### src/rtl/zbuf_pixel_writer.sv
// Rasterizer plot consumer: FIFO-buffered pixels, depth read-compare-write, full buffer clear.
// One in-range pixel every 4 cycles (IDLE->RD->CMP->WR); every SRAM strobe is registered.
module zbuf_pixel_writer #(
  parameter int          FIFO_DEPTH = 8,
  parameter int          H_RES      = 640,
  parameter int          V_RES      = 480,
  parameter int          ADDR_W     = 19,
  parameter int          COLOR_W    = 8,
  parameter logic [15:0] Z_CLEAR    = 16'hFFFF
) (
  input  logic               clk,
  input  logic               reset,
  input  logic               plot,
  input  logic [10:0]        x,
  input  logic [10:0]        y,
  input  logic [15:0]        z_in,
  input  logic [COLOR_W-1:0] color,
  input  logic               clear,
  output logic [ADDR_W-1:0]  zb_addr,
  output logic               zb_rd,
  input  logic [15:0]        zb_rdata,
  output logic               zb_wr,
  output logic [15:0]        zb_wdata,
  output logic [ADDR_W-1:0]  fb_addr,
  output logic               fb_wr,
  output logic [COLOR_W-1:0] fb_wdata,
  output logic               busy,
  output logic               overflow,
  output logic               clear_done
);

  localparam int                PTR_W     = $clog2(FIFO_DEPTH);
  localparam logic [PTR_W:0]    FULL_CNT  = (PTR_W+1)'(FIFO_DEPTH);
  localparam logic [31:0]       H_LIM     = 32'(H_RES);
  localparam logic [31:0]       V_LIM     = 32'(V_RES);
  localparam logic [ADDR_W-1:0] LAST_ADDR = ADDR_W'(H_RES*V_RES-1);

  typedef struct packed {
    logic [10:0]        x;
    logic [10:0]        y;
    logic [15:0]        z;
    logic [COLOR_W-1:0] c;
  } entry_t;

  typedef enum logic [2:0] {IDLE, RD, CMP, WR, CLR} state_t;

  entry_t             fifo_q [FIFO_DEPTH];
  logic [PTR_W-1:0]   wr_ptr_q, rd_ptr_q;
  logic [PTR_W:0]     count_q;
  logic               overflow_q;
  logic               fifo_empty, fifo_full, pop, push_ok;
  entry_t             head;
  logic               head_in_range;
  logic [ADDR_W-1:0]  head_addr;

  state_t             state_q, state_d;
  logic [ADDR_W-1:0]  zb_addr_q, zb_addr_d, fb_addr_q, fb_addr_d;
  logic               zb_rd_q, zb_rd_d, zb_wr_q, zb_wr_d, fb_wr_q, fb_wr_d;
  logic [15:0]        zb_wdata_q, zb_wdata_d, pix_z_q, pix_z_d;
  logic [COLOR_W-1:0] fb_wdata_q, fb_wdata_d, pix_c_q, pix_c_d;
  logic               clear_pend_q, clear_pend_d, clear_done_q, clear_done_d;

  assign fifo_empty    = (count_q == '0);
  assign fifo_full     = (count_q == FULL_CNT);
  assign push_ok       = plot & (~fifo_full | pop);
  assign head          = fifo_q[rd_ptr_q];
  assign head_in_range = (32'(head.x) < H_LIM) && (32'(head.y) < V_LIM);
  assign head_addr     = ADDR_W'(32'(head.y) * 32'(H_RES) + 32'(head.x));

  always_ff @(posedge clk) begin
    if (push_ok) fifo_q[wr_ptr_q] <= '{x: x, y: y, z: z_in, c: color};
  end

  always_ff @(posedge clk) begin
    if (reset) begin
      wr_ptr_q   <= '0;
      rd_ptr_q   <= '0;
      count_q    <= '0;
      overflow_q <= 1'b0;
    end else begin
      if (push_ok) wr_ptr_q <= wr_ptr_q + PTR_W'(1);
      if (pop)     rd_ptr_q <= rd_ptr_q + PTR_W'(1);
      case ({push_ok, pop})
        2'b10:   count_q <= count_q + (PTR_W+1)'(1);
        2'b01:   count_q <= count_q - (PTR_W+1)'(1);
        default: count_q <= count_q;
      endcase
      if (plot && !push_ok) overflow_q <= 1'b1;
    end
  end

  always_comb begin
    state_d      = state_q;
    pop          = 1'b0;
    zb_addr_d    = zb_addr_q;
    fb_addr_d    = fb_addr_q;
    zb_rd_d      = 1'b0;
    zb_wr_d      = 1'b0;
    fb_wr_d      = 1'b0;
    zb_wdata_d   = zb_wdata_q;
    fb_wdata_d   = fb_wdata_q;
    pix_z_d      = pix_z_q;
    pix_c_d      = pix_c_q;
    clear_done_d = 1'b0;
    // A clear request arriving while a clear is already running is ignored.
    clear_pend_d = clear_pend_q | (clear & (state_q != CLR));
    case (state_q)
      IDLE: begin
        if (clear_pend_q && fifo_empty) begin
          state_d    = CLR;
          zb_addr_d  = '0;
          fb_addr_d  = '0;
          zb_wr_d    = 1'b1;
          fb_wr_d    = 1'b1;
          zb_wdata_d = Z_CLEAR;
          fb_wdata_d = '0;
        end else if (!fifo_empty) begin
          pop = 1'b1;
          if (head_in_range) begin
            pix_z_d   = head.z;
            pix_c_d   = head.c;
            zb_addr_d = head_addr;
            zb_rd_d   = 1'b1;
            state_d   = RD;
          end
        end
      end
      RD:  state_d = CMP;
      CMP: begin
        // Strict compare: on equal depth the fragment already stored wins.
        if (pix_z_q < zb_rdata) begin
          zb_wr_d    = 1'b1;
          zb_wdata_d = pix_z_q;
          fb_wr_d    = 1'b1;
          fb_addr_d  = zb_addr_q;
          fb_wdata_d = pix_c_q;
        end
        state_d = WR;
      end
      WR:  state_d = IDLE;
      CLR: begin
        if (zb_addr_q == LAST_ADDR) begin
          clear_done_d = 1'b1;
          clear_pend_d = 1'b0;
          state_d      = IDLE;
        end else begin
          zb_addr_d  = zb_addr_q + ADDR_W'(1);
          fb_addr_d  = zb_addr_q + ADDR_W'(1);
          zb_wr_d    = 1'b1;
          fb_wr_d    = 1'b1;
          zb_wdata_d = Z_CLEAR;
          fb_wdata_d = '0;
        end
      end
      default: state_d = IDLE;
    endcase
  end

  always_ff @(posedge clk) begin
    if (reset) begin
      state_q      <= IDLE;
      zb_addr_q    <= '0;
      fb_addr_q    <= '0;
      zb_rd_q      <= 1'b0;
      zb_wr_q      <= 1'b0;
      fb_wr_q      <= 1'b0;
      zb_wdata_q   <= '0;
      fb_wdata_q   <= '0;
      pix_z_q      <= '0;
      pix_c_q      <= '0;
      clear_pend_q <= 1'b0;
      clear_done_q <= 1'b0;
    end else begin
      state_q      <= state_d;
      zb_addr_q    <= zb_addr_d;
      fb_addr_q    <= fb_addr_d;
      zb_rd_q      <= zb_rd_d;
      zb_wr_q      <= zb_wr_d;
      fb_wr_q      <= fb_wr_d;
      zb_wdata_q   <= zb_wdata_d;
      fb_wdata_q   <= fb_wdata_d;
      pix_z_q      <= pix_z_d;
      pix_c_q      <= pix_c_d;
      clear_pend_q <= clear_pend_d;
      clear_done_q <= clear_done_d;
    end
  end

  assign zb_addr    = zb_addr_q;
  assign zb_rd      = zb_rd_q;
  assign zb_wr      = zb_wr_q;
  assign zb_wdata   = zb_wdata_q;
  assign fb_addr    = fb_addr_q;
  assign fb_wr      = fb_wr_q;
  assign fb_wdata   = fb_wdata_q;
  assign overflow   = overflow_q;
  assign clear_done = clear_done_q;
  assign busy       = ~fifo_empty | (state_q != IDLE) | clear_pend_q;

endmodule

### config.mk
export PLATFORM = sky130hd
export DESIGN_NAME = zbuf_pixel_writer
export DESIGN_NICKNAME = d
export VERILOG_FILES = /design/src/rtl/zbuf_pixel_writer.sv
export SDC_FILE = /design/constraint.sdc
export NUM_CORES = 1
export LEC_CHECK = 0
export ABC_AREA = 1
export CELL_PAD_IN_SITES_DETAIL_PLACEMENT = 0
export CELL_PAD_IN_SITES_GLOBAL_PLACEMENT = 1
export CORE_ASPECT_RATIO = 2
export CORE_MARGIN = 2
export CORE_UTILIZATION = 47
export DETAILED_ROUTE_END_ITERATION = 10
export GPL_TIMING_DRIVEN = 0
export PLACE_DENSITY_LB_ADDON = 0.12
export SETUP_SLACK_MARGIN = 0.5
export SLEW_MARGIN = 10
export SYNTH_ARGS = -nofsm -noshare
export SYNTH_HDL_FRONTEND = slang
export SYNTH_SLANG_ARGS = --single-unit
### constraint.sdc
create_clock -name clk -period 4.7 [get_ports clk]
set_input_delay 0.47 -clock clk [delete_from_list [all_inputs] [get_ports clk]]
set_output_delay 0.47 -clock clk [all_outputs]
set_load 0.005 [all_outputs]
# [After elaboration in Yosys (flattened, before gate mapping)]
# Memories as Yosys holds them, arrays and structs flattened. A register that Yosys moved wholly into a read port is not among the register bits.
# Cells that the tools add are included.
# W data, S select, Z words.
[op_classes] reduce_logical=16 n_div=0 n_eq_ne=14 n_mux=37 n_bitwise=11 shift=0 n_addsub=6 order_cmp=3 n_mul=1
[op_table] op="$mux W19" n=6
[op_table] op="$pmux W19 S3" n=1
[op_table] op="$mux W16" n=3
[op_table] op="$pmux W16 S3" n=1
[op_table] op="$pmux W19 S2" n=1
[op_table] op="$mux W8" n=3
[op_table] op="$pmux W8 S3" n=1
[op_table] op="$add A19 B1 Y19 const B" n=1
[op_table] op="$add A19 B11 Y19" n=1
[op_table] op="$eq A19 B19 Y1 const B" n=1
[op_table] op="$mux W3" n=6
[op_table] op="$lt A16 B16 Y1" n=1
[op_table] op="$mul A11 B3 Y12 const B" n=1
[op_table] op="$mux W1" n=12
[op_table] op="$pmux W3 S4" n=1
[op_table] op="$reduce_and A4 Y1" n=3
[op_table] op="$lt A11 B10 Y1 const B" n=1
[op_table] op="$lt A11 B9 Y1 const B" n=1
[op_table] op="$ne A3 B3 Y1 const B" n=3
[op_table] op="$ne A2 B2 Y1 const B" n=4
[op_table] op="$pmux W4 S2" n=1
[op_table] op="$add A3 B1 Y3 const B" n=2
[op_table] op="$reduce_bool A3 Y1" n=2
[op_table] op="$not A1 Y1" n=5
[op_table] op="other kinds (19)" n=26
[word_totals] latch_bits=0 register_bits=104 ramBits=368 rom_bits=0 input_bits=66 word_cells=104 output_inout_bits=68 memories=1
[memory_table] name="fifo_q" depth=8 width=46 rd=1 rd_ports_with_merged_regs=1 wr=1 line_no="47" text="entry_t fifo_q [FIFO_DEPTH];"

# [Depth between registers and ports, before layout]
# Gate-level depths: netlist of run 1.
[logic_depth] depth_word=8 depth_mapped=27 depth_no_buf=23

# [Least setup slack after synthesis of run 1]
# No wires, ideal clock.
[synth_timing] path_type="flip-flop to flip-flop" from="register (tool-made name)" to="register zb_addr_q[18], in the netlist zb_addr[18]" path_stages_with_launch=26 t_arrival_ps=3744 slack_ps=844 period_less_slack_ps=3856 setup_time_ps=112 path_cell_list="dfxtp_1 buf_2 inv_2 buf_6 buf_4 buf_4 buf_2 buf_2 nor2_1 o22ai_1 nor2_1 a31oi_1 ha_1 ha_1 fa_1 nand2_1 nor2_1 nand2_1 nand3_1 nand3_1 nor2_1 nand3_1 nor2_1 nor2_1 nor2_1 nor2_1"
[synth_rtl] element="end signal: assignment" line_no="175" text="zb_addr_q <= zb_addr_d;"
[synth_rtl] element="end: declaration" line_no="57" text="logic [ADDR_W-1:0] zb_addr_q, zb_addr_d, fb_addr_q, fb_addr_d;"

==> flow_results.org, run 1 <==
** STA
- Maximum clock rate :: 260 MHz
- Setup violations remaining at the end of the flow were counted as 0.
- For the pin with the worst max-slew slack, the measured transition is 0.815 ns.
- The max-slew violation total from the final report was 0.
- In the finished design, the share of the clock period the worst path needs comes to 81.7%.
- Subtracting the final worst setup slack from the clock period gives 3.84 ns.
- On the final layout, the worst clock skew is 0.0187 ns.
- Remaining max-slew budget at the tightest pin :: 45.5%
- Hold timing on the final database bottoms out at a slack of 0.459 ns.
- The count of final hold-check violations came to 0.
- Setup repair after global routing left no endpoint under its margin.

** Power
- Pwr per Cell Area :: 626 mW/mm^2
- VDD sags by at most 0.380 mV.
- Overall power consumption after layout is estimated at 15.3 mW.
- The analysis attributes to cell leakage a power of 9.30 nW.

** Final layout
- Footprint of the flip-flops and latches :: 0.0132 mm^2
- From synthesis to final layout, the design area changed by 20.3%.
- Fin nets :: 2,272
- Summing all multi-input logic gate instances after layout gives 0.00633 mm^2.
- Fraction of layout instances using a drive strength above 1 :: 9.16%
- Counting the fill cells in the layout gives 3,818.
- The repair_antennas step left the layout with diodes totalling 0.
- Summing all non-filler instances in the final layout gives an area of 0.0245 mm^2.

** Die
- Initial standard-cell utilization of the core :: 47.3%
- Row cnt :: 108
- Die footprint :: 0.0452 mm^2
- The floorplan step set the die height to 299 um.
- Ports :: 134
- Placeable Area :: 0.0431 mm^2
- The die is 151 um wide.

** Detailed routing
- After detailed routing, the total wire length is 54.6 mm.
- For this block, the via count after detailed routing is 14,805.
- Number of detailed-route iterations in the first pass :: 5
- Dividing the detail-routed wire length by the instance count gives 19.9 um.
- Count of antenna-violating nets left after detailed routing :: 0
- After the first detailed-routing iteration, the DRC count stood at 990.
- Vias per cell :: 5.39
- In the routed design, unresolved DRC markers number 0.

** Yosys
- Yosys mapped a number of flops with a built-in enable equal to 368.
- Synthesis handed over a netlist of 1,961 instances.
- Commonest cells in the synthesized netlist :: nand2_1, edfxtp_1, nor2_1, a21oi_1, inv_1
- Post-synth top area cell :: edfxtp_1
- The number of nets handed over by synthesis was 2,071.
- The synthesized design devotes to its leading area cell type 54.2% of total area.
- The synthesized design contains 475 register bits.
- Count of cell types in the netlist :: 43
- For this run, the leading register cell type out of synthesis is edfxtp_1.
- Library cell with the highest instance count after synthesis :: nand2_1
- After synthesis, the share of flip-flops with an asynchronous set or reset is 0%.
- Syn. warnings :: 0
- Fraction of the yosys area taken by sequential cells :: 64.7%
- Mapped Area :: 0.0204 mm^2
- Post-synthesis average cell area :: 10.4 um^2
- After synthesis, the cell types taking the most area are edfxtp_1, dfxtp_1, nand2_1.

** Worst setup path
- Most numerous cell on the critical path :: nor2_1
- The slowest stage of the critical path belongs to the cell fa_2.
- Data on the critical path is required at its endpoint by 5.20 ns.
- The critical path is of the reg -> reg type.
- In this run the worst path has a maximum fanout of 10.
- Data on the critical path arrives at its endpoint at 4.34 ns.
- Crit. End Element :: register
- The worst setup path is launched from a register.
- Worst stage delay on the critical path :: 0.56 ns

** Clocking
- CTS max path bufs :: 3
- Number of H-tree levels :: 2
- The number of hold buffers added after CTS was 0.
- Clock tree from TritonCTS :: yes
- TritonCTS Buffers :: 43
- The clock reaches the later pin of the worst-skew pair after 0.56 ns.
- Clock net sink count :: 475
- Clock input transition at the sequential cells of the worst setup and hold paths :: 0.06 ns
- Root Buffer Master :: clkbuf_16

** Global route
- Aggregate global-route resource usage :: 24.5%
- The total overflow left after global routing is 0.
- Entering global routing, the biggest net connects 24 pins.
- Antenna violations before repair :: 0
- Wire length of the first global-routing pass :: 83.2 mm
- Vias in the first global route :: 14,368

** Flow run
- Max-Cap Viols :: 0

** Placed design
- Dpl hpwl :: 37.7 mm
- Number of port buffers :: 133
- At the end of routability-driven placement, the weighted congestion stood at 0.876.
- Placed inst area :: 0.0228 mm^2

** Outcome
- The run finished with clean final reports.

** Min path
- Hold Crit Class :: reg -> reg
## cell families after synthesis
logic type,count (synthesis),synth area share [%]
fa+ha+maj,44,2.81
xor+xnor,5,0.215
buf+inv,245,5.05
flops,475,64.7
simple gates,799,16.2
compound gates,393,11.0
## layout by cell type, fill, tap and decap left out, types with 15 or more instances in the layout
master and instances:
buf_12 15, buf_2 21, a21oi_1 146, dfxtp_1 107
ha_1 38, nand2_1 380, o21ai_1 20, nand3_1 96
or2_2 25, buf_4 17, o21ai_0 136, clkdlybuf4s50_1 133
inv_1 138, nor2_1 247, a221oi_1 48, clkbuf_1 51
edfxtp_1 368, clkbuf_16 44
## worst max-delay path, delay by kind of cell (launching register included)
kind,cells,cell delay (ns)
buffers and inverters,8,1.02
DFF,1,0.31
and+or+nand+nor,11,1.09
AOI/OAI and AO/OA,3,0.33
adders and majority gates,3,1.02
## flip-flops by register name (all words and copies together), names as in the netlist, named ones only
name and count:
clear_done 1, clear_pend_q 1, count_q 4, fb_addr 19, fb_wdata 8, fb_wr 1
fifo_q 368, overflow 1, pix_c_q 8, pix_z_q 16, rd_ptr_q 3, state_q 3
wr_ptr_q 3, zb_addr 19, zb_rd 1, zb_wdata 16
## per-layer routing
metal	share of wire, %	GRT usage, %
met1	41	32.7
met2	50	42.2
met3	6.4	2.49
met4	2.8	7.21
met5	0	0
## path summary, 6_finish.rpt
| check | end | from | slack, ns | cells past startpoint |
|---|---|---|---|---|
| worst max-delay path | zb_addr[17]$_SDFFE_PP0P_ | register | 0.86 | 25 |
| worst min-delay path | state_q[1]$_SDFFE_PP0P_ | state_q[0]$_SDFFE_PP0P_ | 0.46 | 1 |
| worst max register to register | zb_addr[17]$_SDFFE_PP0P_ | register | 0.86 | 25 |
| worst min register to register | state_q[1]$_SDFFE_PP0P_ | state_q[0]$_SDFFE_PP0P_ | 0.46 | 1 |
## power breakdown
part	leakage (nW)	internal, mW	total, mW	switching, mW
clock	0.659	1.94	3.44	1.50
combinational	4.42	2.56	6.66	4.10
sequential	4.22	4.97	5.25	0.274
total	9.30	9.48	15.3	5.87
## through the flow
stage	setup TNS (ns)	utilization (%)	worst slack (ns)	instances
2_1_floorplan	0	-	0.844	1961
3_3_place_gp	-636.48	52.0	-1.77	2644
3_5_place_dp	-4.85	53.0	-0.893	2660
4_1_cts	0	56.4	0.500	2740
5_1_grt	0	56.9	0.530	2745
6_report	0	56.9	0.858	2745
## timing repair
| action | in CTS | in global routing |
|---|---|---|
| setup endpoints to repair | 10 | 7 |
| pin swaps | 1 | 5 |
| resized for setup | 38 | 41 |
| cloned | 0 | 0 |
| setup buffers | 2 | 5 |
## area by class of cell
cell class	instances	area share, %
Clock inverter	26	0.990
Tap cell	550	2.81
Clock buffer	52	4.61
Multi-Input combinational cell	1241	25.8
Inverter	144	2.23
Timing Repair Buffer	156	7.10
Sequential cell	475	53.8
Buffer	101	2.62
No activity file was read; power rests on OpenSTA's default activity.
==> run 2: changes to the inputs <==
Clock period 4.7 ns to 3.6 ns, I/O delays scaled along.
==> run 2 against run 1 <==
  * The run now ends with negative setup slack left
  * Wire length rose by 1.9%
  * Clock-buffer cell count rose by 4
  * Clock skew rose by 0.0014 ns
  * Hold slack improved by 0.00073 ns
  * Cell count rose by 0.77%
  * Die area did not move
  * Sequential power rose by 30%
  * Global-route usage rose by 0.43 points
  * Worst setup slack got worse by 0.90 ns
  * Total power rose by 39%
  * Combinational power rose by 44%
  * Critical endpoint is now zb_addr[18]$_SDFFE_PP0P_
  * Largest cell class unchanged
  * Largest power group unchanged
==> flow_results.org, run 2 (synthesis gave the netlist of run 1 again) <==
** Placed design
- Dpl hpwl :: 37.5 mm (-0.51%)
- Cell total after placement :: 2,660 (unchanged)
- Placed inst area :: 0.0229 mm^2 (+0.38%)
- Number of port buffers :: 133 (unchanged)
- The placer's final routability congestion estimate was 0.872 (-0.38%).
- Worst setup slack before clock tree synthesis :: -1.47 ns (-0.573 ns)

** Worst setup path
- The setup path with the least slack is of type reg -> reg.
- Reg-to-reg endpoint :: zb_addr[18]$_SDFFE_PP0P_
- In this design, the critical path's most frequently occurring cell is buf_12.
- Crit path required time :: 4.10 ns (-1.10 ns)
- The largest fanout on the critical path came to 5 (-5).
- The number of cells traversed by the worst register-to-register path is 26 (+4.0%).
- CP top delay family :: simple AND/OR/NAND/NOR gates
- Buffers plus inverters on the worst setup path :: 7 (-1)
- The largest individual stage delay along the critical path comes from the cell fa_2.
- The largest stage delay on the critical path was 0.57 ns (about the same).
- STA classifies the critical path startpoint as a register.
- Reg-to-reg slack, setup :: -0.04 ns (-0.90 ns)
- The arrival time at the worst endpoint came to 4.14 ns (-0.20 ns).
- STA classifies the critical path endpoint as a register.

** Clocking
- TritonCTS built the clock tree.
- Clock input transition at the sequential cells of the worst setup and hold paths :: 0.07 ns (about the same)
- Clock net sink count :: 475 (unchanged)
- The insertion delay of the later-clocked pin in the worst-skew pair was 0.57 ns (about the same).
- The maximum root-to-sink buffer count came to 3 (unchanged).
- The number of H-tree branching levels was 2 (unchanged).
- The root buffer cell chosen for the clock tree is clkbuf_16.
- The clock buffer count from CTS is 42 (-2.3%).

** STA
- The setup slack of the critical path after layout is -0.0440 ns (-0.902 ns).
- The final count of negative-setup-slack endpoints came to 3 (+3).
- Setup repair after global routing missed its margin :: yes
- Maximum clock rate :: 274 MHz (+5.4%)
- The final worst-path cycle share is 101% (+19 points).
- The transition time at the pin with the least slew margin is 0.812 ns (-0.00282 ns).
- Fin. max-slew vios :: 0 (unchanged)
- Hold Fails Final Rpt :: 0 (unchanged)
- Worst clock skew on the final layout :: 0.0201 ns (+0.00137 ns)
- The final period demand of the worst path came to 3.64 ns (-0.198 ns).
- Total negative setup slack :: -0.112 ns (-0.112 ns)
- The normalized max-slew margin was 45.6% (+0.19 points).
- Final Hold Slack :: 0.460 ns (+0.000726 ns)

** Die
- Die extent in x :: 151 um (unchanged)
- The area enclosed by the die boundary is 0.0452 mm^2 (unchanged).
- Row cnt :: 108 (unchanged)
- The height of the chip came to 299 um (unchanged).
- The top-level port count was 134 (unchanged).
- Placeable Area :: 0.0431 mm^2 (unchanged)
- The effective utilization at floorplan is 47.3% (unchanged).

** Global route
- Total overflow reported by the global router :: 0 (unchanged)
- The overall global routing resource usage is 24.9% (+0.43 points).
- The number of global-route vias before repair was 14,371 (+0.021%).
- The wire length of the first global-routing pass is 84.6 mm (+1.7%).
- The initial antenna violation count was 0 (unchanged).
- The pin count of the biggest net entering global routing is 24 (unchanged).

** Power
- The ratio of total power to cell area is 850 mW/mm^2 (+36%).
- Peak supply drop :: 0.625 mV (+64%)
- Static Leakage :: 9.56 nW (+2.9%)
- Power Total :: 21.4 mW (+39%)

** Final layout
- The combined flip-flop and latch cell area came to 0.0132 mm^2 (about the same).
- In the layout the commonest cells are nand2_1, edfxtp_1, nor2_1, a21oi_1, inv_1.
- Fin nets :: 2,292 (+0.88%)
- Area of the multi-input gates :: 0.00653 mm^2 (+3.0%)
- The final core area utilization came to 58.3% (+1.4 points).
- The fill cell total of the finished layout came to 3,717 (-2.6%).
- The number of flip-flops in the largest register came to 368 (unchanged).
- Most frequent standard cell in the layout excluding fill and tap cells :: nand2_1
- Fraction of layout instances using a drive strength above 1 :: 12.0% (+2.8 points)
- Final Instance Count excl. Fillers :: 2,766 (+0.77%)
- Register with the most flip-flops :: fifo_q
- Diodes inserted :: 0 (unchanged)
- Relative area change from synthesis to final layout :: 23.3%
- Area of all placed cells without fillers :: 0.0251 mm^2 (+2.5%)

** Detailed routing
- The number of DRC violations after detailed-routing iteration 0 came to 1,054 (+6.5%).
- Vias after detailed routing :: 14,892 (+0.59%)
- Vias per cell :: 5.38 (-0.18%)
- Mean routed wirelength per cell :: 20.1 um (+1.1%)
- The first-pass iteration count of the detailed router is 5 (unchanged).
- DRC viols :: 0 (unchanged)
- The final wirelength was 55.6 mm (+1.9%).
- Count of antenna-violating nets left after detailed routing :: 0 (unchanged)

** Min path
- Endpoint with the worst hold slack :: state_q[1]$_SDFFE_PP0P_
- The path class of the tightest hold or removal check is reg -> reg.
- Number of cells on the worst hold path :: 1 (unchanged)
- In this run the most critical hold path is launched from state_q[1]$_SDFFE_PP0P_.

** Outcome
- Violations in the final reports :: negative setup slack
- The flow ran to the end, but the final reports show violations.

** Flow run
- Max-Cap Viols :: 0 (unchanged)
## run 2: changes by cell type in the layout (fill, tap and decap cells not counted), sizes merged
cell    delta
buf       +18
clkbuf     +7
clkinv     -7
bufinv     +4
inv        -1
## run 2: final cells by class
class                           instances  area share (%)
Buffer                                101            3.00
Inverter                              144            2.20
Clock inverter                         22            1.35
Timing Repair Buffer                  177            7.60
Tap cell                              550            2.74
Multi-Input combinational cell       1241            26.0
Clock buffer                           56            4.67
Sequential cell                       475            52.5
## run 2: layer usage
metal	track usage (%)	routed length, um	up-vias
met5	0	0	-
met4	6.05	1060	0
met3	2.43	3150	56
met2	43.4	28100	493
met1	33.5	23400	7095
li1	-	-	7248
## run 2: power by group
group,internal [mW],switching [mW]
Clock,2.89,2.01
Combinational,3.91,5.71
Sequential,6.49,0.362
Total,13.3,8.08
## run 2: how the worst max path moves through the flow
stage | start | to | depth (start not counted)
after floorplan | state_q[0]$_SDFFE_PP0P_ | fifo_q[1][0]$_DFFE_PP_ | 8
after global placement | plot | fifo_q[5][8]$_DFFE_PP_ | 7
after detailed placement | register | zb_addr[18]$_SDFFE_PP0P_ | 21
after CTS | register | zb_addr[18]$_SDFFE_PP0P_ | 26
after global routing | register | zb_addr[18]$_SDFFE_PP0P_ | 26
final | register | zb_addr[18]$_SDFFE_PP0P_ | 26
## run 2: timing repair
item,CTS,global route
resized for setup,87,29
gates cloned,1,0
hold buffers,0,0
endpoints found under the setup margin,12,57
pin swaps,23,22
buffers inserted,18,9
